## src/rtl/id_ex_ctrl_pipe.sv

```systemverilog
// Decode/control stage: combinational opcode decode feeding a registered ID/EX
// control entry, with load-use stall, multi-slot branch flush and EX handshake.
module id_ex_ctrl_pipe #(
  parameter int REG_AW      = 5,
  parameter int IMM_W       = 16,
  parameter int LU_BUBBLES  = 1,
  parameter int FLUSH_SLOTS = 1
) (
  input  logic              clk,
  input  logic              rst,
  input  logic              id_valid,
  input  logic [31:0]       id_instr,
  output logic              id_ready,
  input  logic              br_flush,
  input  logic              ex_ready,
  output logic              ex_valid,
  output logic [13:0]       ex_alu_ctrl,
  output logic [1:0]        ex_mem_ctrl,
  output logic [1:0]        ex_br,
  output logic [4:0]        ex_wb_ctrl,
  output logic [IMM_W-1:0]  ex_imm,
  output logic [REG_AW-1:0] ex_rd,
  output logic [REG_AW-1:0] ex_ra,
  output logic [REG_AW-1:0] ex_rb,
  output logic              hazard_stall,
  output logic              illegal_op
);

  typedef enum logic [1:0] {RUN, STALL, FLUSH} state_t;

  typedef struct packed {
    logic              valid;
    logic [13:0]       alu;
    logic [1:0]        mem;
    logic [1:0]        br;
    logic [4:0]        wb;
    logic [IMM_W-1:0]  imm;
    logic [REG_AW-1:0] rd;
    logic [REG_AW-1:0] ra;
    logic [REG_AW-1:0] rb;
    logic              illegal;
  } entry_t;

  localparam logic [5:0] OP_R   = 6'b010101;
  localparam logic [5:0] OP_LD  = 6'b000001;
  localparam logic [5:0] OP_ST  = 6'b100001;
  localparam logic [5:0] OP_BEQ = 6'b010001;
  localparam logic [5:0] OP_BNE = 6'b110001;
  localparam logic [5:0] OP_NOP = 6'b001111;

  localparam logic [1:0] LU_INIT = 2'(LU_BUBBLES - 1);
  localparam logic [1:0] FL_INIT = 2'(FLUSH_SLOTS - 1);

  state_t     state_q, state_d;
  logic [1:0] stall_cnt_q, stall_cnt_d;
  logic [1:0] flush_cnt_q, flush_cnt_d;
  entry_t     ent_q, ent_d;
  entry_t     dec;

  logic [5:0] op;
  logic       regwrite, memread, memwrite, memtoreg, is_nop, is_ill;
  logic [1:0] br;
  logic       use_ra, use_rb, use_rd;
  logic       hz;

  assign op = id_instr[5:0];

  always_comb begin
    regwrite = 1'b0;
    memread  = 1'b0;
    memwrite = 1'b0;
    memtoreg = 1'b0;
    br       = 2'b00;
    is_nop   = 1'b0;
    is_ill   = 1'b0;
    use_ra   = 1'b0;
    use_rb   = 1'b0;
    use_rd   = 1'b0;
    case (op)
      OP_R:   begin regwrite = 1'b1; use_ra = 1'b1; use_rb = 1'b1; end
      OP_LD:  begin regwrite = 1'b1; memread = 1'b1; memtoreg = 1'b1; use_ra = 1'b1; end
      OP_ST:  begin memwrite = 1'b1; use_ra = 1'b1; use_rd = 1'b1; end
      OP_BEQ: begin br = 2'b01; use_ra = 1'b1; use_rb = 1'b1; end
      OP_BNE: begin br = 2'b10; use_ra = 1'b1; use_rb = 1'b1; end
      OP_NOP: is_nop = 1'b1;
      default: is_ill = 1'b1;
    endcase

    dec         = '0;
    dec.valid   = 1'b1;
    dec.rb      = id_instr[6 +: REG_AW];
    dec.ra      = id_instr[6 + REG_AW +: REG_AW];
    dec.rd      = id_instr[6 + 2*REG_AW +: REG_AW];
    dec.imm     = IMM_W'(id_instr[31:21]);
    dec.mem     = {memread, memwrite};
    dec.br      = br;
    dec.illegal = is_ill;
    // nop and undefined opcodes carry no ALU/writeback control at all
    dec.alu     = (is_nop || is_ill) ? 14'd0 : {op, id_instr[25:24], id_instr[31:26]};
    dec.wb      = {(is_nop || is_ill) ? 3'd0 : id_instr[23:21], memtoreg, regwrite};
  end

  // Load-use: the load still sitting in ID/EX writes a register this instruction reads
  assign hz = (state_q == RUN) && id_valid && ent_q.valid && ent_q.mem[1] &&
              ((use_ra && (ent_q.rd == dec.ra)) ||
               (use_rb && (ent_q.rd == dec.rb)) ||
               (use_rd && (ent_q.rd == dec.rd)));

  assign id_ready     = !rst && (br_flush || (ex_ready && (state_q != STALL) && !hz));
  assign hazard_stall = !rst && !br_flush && ((state_q == STALL) || hz);

  always_comb begin
    state_d     = state_q;
    stall_cnt_d = stall_cnt_q;
    flush_cnt_d = flush_cnt_q;
    ent_d       = ent_q;
    if (br_flush) begin
      // flush bookkeeping proceeds even while EX back-pressures; only the entry holds
      stall_cnt_d = 2'd0;
      flush_cnt_d = FL_INIT;
      state_d     = (FL_INIT != 2'd0) ? FLUSH : RUN;
      if (ex_ready) ent_d = '0;
    end else if (ex_ready) begin
      case (state_q)
        RUN: begin
          if (hz) begin
            ent_d       = '0;
            stall_cnt_d = LU_INIT;
            state_d     = (LU_INIT != 2'd0) ? STALL : RUN;
          end else begin
            ent_d = id_valid ? dec : '0;
          end
        end
        STALL: begin
          ent_d       = '0;
          stall_cnt_d = stall_cnt_q - 2'd1;
          if (stall_cnt_q <= 2'd1) begin
            stall_cnt_d = 2'd0;
            state_d     = RUN;
          end
        end
        FLUSH: begin
          ent_d = '0;
          if (id_valid) begin
            flush_cnt_d = flush_cnt_q - 2'd1;
            if (flush_cnt_q <= 2'd1) begin
              flush_cnt_d = 2'd0;
              state_d     = RUN;
            end
          end
        end
        default: state_d = RUN;
      endcase
    end
  end

  always_ff @(posedge clk) begin
    if (rst) begin
      state_q     <= RUN;
      stall_cnt_q <= 2'd0;
      flush_cnt_q <= 2'd0;
      ent_q       <= '0;
    end else begin
      state_q     <= state_d;
      stall_cnt_q <= stall_cnt_d;
      flush_cnt_q <= flush_cnt_d;
      ent_q       <= ent_d;
    end
  end

  assign ex_valid    = ent_q.valid;
  assign ex_alu_ctrl = ent_q.alu;
  assign ex_mem_ctrl = ent_q.mem;
  assign ex_br       = ent_q.br;
  assign ex_wb_ctrl  = ent_q.wb;
  assign ex_imm      = ent_q.imm;
  assign ex_rd       = ent_q.rd;
  assign ex_ra       = ent_q.ra;
  assign ex_rb       = ent_q.rb;
  assign illegal_op  = ent_q.illegal;

endmodule

```

## config.mk

```make
export PLATFORM = sky130hd
export DESIGN_NAME = id_ex_ctrl_pipe
export DESIGN_NICKNAME = d
export VERILOG_FILES = /design/src/rtl/id_ex_ctrl_pipe.sv
export SDC_FILE = /design/constraint.sdc
export NUM_CORES = 1
export LEC_CHECK = 0
export BUFFER_PORTS_ARGS = -buffer_cell sky130_fd_sc_hd__buf_2
export CAP_MARGIN = 20
export CORE_ASPECT_RATIO = 1.2
export CORE_UTILIZATION = 24
export CTS_BUF_LIST = sky130_fd_sc_hd__clkbuf_8
export CTS_CLUSTER_SIZE = 10
export DETAILED_ROUTE_END_ITERATION = 16
export PLACE_DENSITY = 0.49
export SKIP_CTS_REPAIR_TIMING = 1
export SYNTH_ARGS = -nofsm -noshare
export SYNTH_HDL_FRONTEND = slang
export SYNTH_SLANG_ARGS = --single-unit
```

## constraint.sdc

```tcl
create_clock -name clk -period 2.6 [get_ports clk]
set_clock_uncertainty 0.15 [all_clocks]
set_input_delay 0.39 -clock clk [delete_from_list [all_inputs] [get_ports clk]]
set_output_delay 0.39 -clock clk [all_outputs]
set_load 0.01 [all_outputs]
```

==> impl_metrics.csv <==
group,metric,value,unit
critical_path,startpoint,"id_instr[1]",
sta,period_needed,2.451,ns
critical_path,r2r_setup_slack,0.37,ns
grt,antenna_found_initial,0,
sta,rsz0062_at_grt,"false",
cells_and_area,area_growth,29.25,%
floorplanning,dieArea,8547,sq um
logic_synthesis,synth_top_area_cell,"dfxtp_1",
critical_path,cpMostUsedCell,"buf_2",
clocking,cts-root-buf,"clkbuf_8",
min_path,hold_depth,2,
logic_synthesis,syn-cell-area,1963,sq um
critical_path,path_depth,8,
critical_path,endpoint_kind,"output port",
grt,grt_usage,0.1167,
route,dr.pass1.iters,10,
logic_synthesis,avgSynthCellArea,11.55,sq um
clocking,cts_num_sinks,50,
clocking,h-tree-depth,2,
floorplanning,initial_core_util,0.2518,
status,status,"finished, violations left",
min_path,hp-start,"id_instr[22]",
grt,grt_max_degree,24,
clocking,cts_buffer_depth,2,
sta,finalCritPeriodShare,0.9428,
floorplanning,dieHeight,101.1,um
cells_and_area,antenna_cells,0,
logic_synthesis,synth_edf_count,0,
floorplanning,coreArea,7795,sq um
route,antenna_left,0,
floorplanning,io_pins,95,
grt,grt_pass1_vias,1435,
logic_synthesis,ys_seq_area_frac,0.5099,
sta,tightestPinTransition,0.5777,ns
logic_synthesis,ys_seq_elements,50,
clocking,cts_tree,"yes",
route,viasPerCell,4.487,
flow_run,maxCapViolations,0,
logic_synthesis,yosysMostFrequentCell,"dfxtp_1",
sta,fmax,0.4080,GHz
clocking,clock_latency,0.30,ns
cells_and_area,stdcell_count,349,
sta,finalSetupTns,0,ns
sta,finalMaxSlewViolations,0,
critical_path,critPathMaxFanout,4,
critical_path,ff2ff_path_depth,6,
logic_synthesis,async_reset_ff_frac,0,
logic_synthesis,yosys_warnings,0,
logic_synthesis,yosysUniqueCellTypes,36,
sta,layout_setup_ws,0.1487,ns
grt,grt_pass1_wl,7.741,mm
critical_path,cp_cell_sequence,"buf_2, or3b_1, nor3b_2, a32o_2, o2111ai_1, a21oi_1, nor2_1, buf_2",
critical_path,critPathLaunchType,"primary input",
logic_synthesis,synth_area_leaders,"dfxtp_1 51%, a22o_1 17%, xor2_1 6.2%",
power_and_ir_drop,irDropWorstVdd,226.2,uV
grt,overflow,0,
logic_synthesis,netlist_top_cells_count,"50 x dfxtp_1, 38 x a22o_1, 14 x xor2_1",
route,via_count,1566,
status,violations,"DRC",
placement,pre_cts_ws,0.05207,ns
cells_and_area,drive_above_1_share,0.4553,
logic_synthesis,synth_top_area_frac,0.5099,
critical_path,critical_path.top_delay_family,"simple AND/OR/NAND/NOR gates",
logic_synthesis,syn-instance-count,170,
route,dr.first_iter.drc_count,46,
critical_path,arrival,1.91,ns
sta,holdWs,0.1649,ns
route,wirelength,4.932,mm
route,wl_per_cell,14.13,um
placement,io_buffers,89,
critical_path,slowest_stage,"or3b_1",
critical_path,criticalPathCategory,"in -> out",
floorplanning,fp.dieW,84.56,um
power_and_ir_drop,powerDensity,570.6,nW/um^2
critical_path,worst_r2r_startpoint,"ex_rd[4]$_SDFFE_PP0P_",
critical_path,required,2.06,ns
min_path,worst_hold_path.endpoint,"ex_imm[1]$_SDFFE_PP0P_",
placement,dp.cells,341,
clocking,clkSlewWorstSetupHoldPaths,0.09,ns
route,drc,12,
logic_synthesis,synth_flop_cell,"dfxtp_1",
critical_path,max_stage_delay,0.45,ns
placement,place.gp.congestion,0.7308,
cells_and_area,nNetsFinal,293,
clocking,cts_buffers,5,
power_and_ir_drop,p_leak,1.286,nW
sta,max-slew-margin-rel,0.6140,
critical_path,r2r-end,"ex_alu_ctrl[0]$_SDFFE_PP0P_",
sta,hold_viol,0,
critical_path,worst-path-buf-inv,2,
min_path,hp-class,"in -> reg",
sta,setup_viol,0,
floorplanning,rows,35,
placement,dp_hpwl,3.744,mm
power_and_ir_drop,finalPower,1.448,mW
[layout make-up]
class / count / area [sq um]
Multi-Input combinational cell: 104 / 822.0
Tap cell: 92 / 115.1
Clock inverter: 3 / 37.54
Clock buffer: 5 / 68.82
Fill cell: 835 / 5258
Timing Repair Buffer: 95 / 490.5
Sequential cell: 50 / 1003
[power by group]
group          internal, mW  switching (mW)
registers             0.777         0.00854
logic                0.0568          0.0726
clock network         0.280           0.252
[layout by cell type (no fill, tap or decap), drive strengths merged, types with 3 or more instances in the layout]
cell	count
nor4	3
a22o	42
clkbuf	5
buf	95
a21oi	3
conb	5
nor3	5
xor2	14
dfxtp	50
nand2	3
and2	3
nor2	5
[metrics by stage]
step / utilization / cell area [sq um]
2_1_floorplan: - / 1978
3_3_place_gp: 0.3101 / 2417
3_5_place_dp: 0.3101 / 2417
4_1_cts: 0.3238 / 2524
5_1_grt: 0.3255 / 2537
6_report: 0.3255 / 2537
[how the worst max path moves through the flow]
stage / to / slack [ns]
after CTS: hazard_stall / -0.08
after detailed placement: ex_wb_ctrl[2]$_SDFFE_PP0P_ / 0.05
after global placement: hazard_stall / 0.12
after global routing: id_ready / 0.002
after floorplan: ex_alu_ctrl[10]$_SDFFE_PP0P_ / 0.33
final: id_ready / 0.15
[logic make-up after synthesis]
| kind of cell | after synthesis | synth area share |
|---|---|---|
| simple gates | 27 | 0.08158 |
| compound gates | 55 | 0.2416 |
| buf+inv | 20 | 0.08859 |
| xor+xnor | 16 | 0.07139 |
| flops | 50 | 0.5099 |
| other cells | 1 | 0.001910 |
| mux | 1 | 0.005099 |
[state kept, by name, summed over array words and instances (netlist names)]
name and cells:
illegal_op 1, ex_mem_ctrl 1, ex_valid 1, ex_imm 11, ex_alu_ctrl 14, ex_rb 5
ex_wb_ctrl 5, ex_rd 5, ex_ra 5, ex_br 2
[routing by layer]
metal,wire [um],vias up,GRT usage
li1,-,784,-
met1,2245,721,0.1496
met2,2329,55,0.1889
met3,293,6,0.03276
met4,63,0,0.03911
met5,0,-,0
Power figures use the tool's default switching activity.
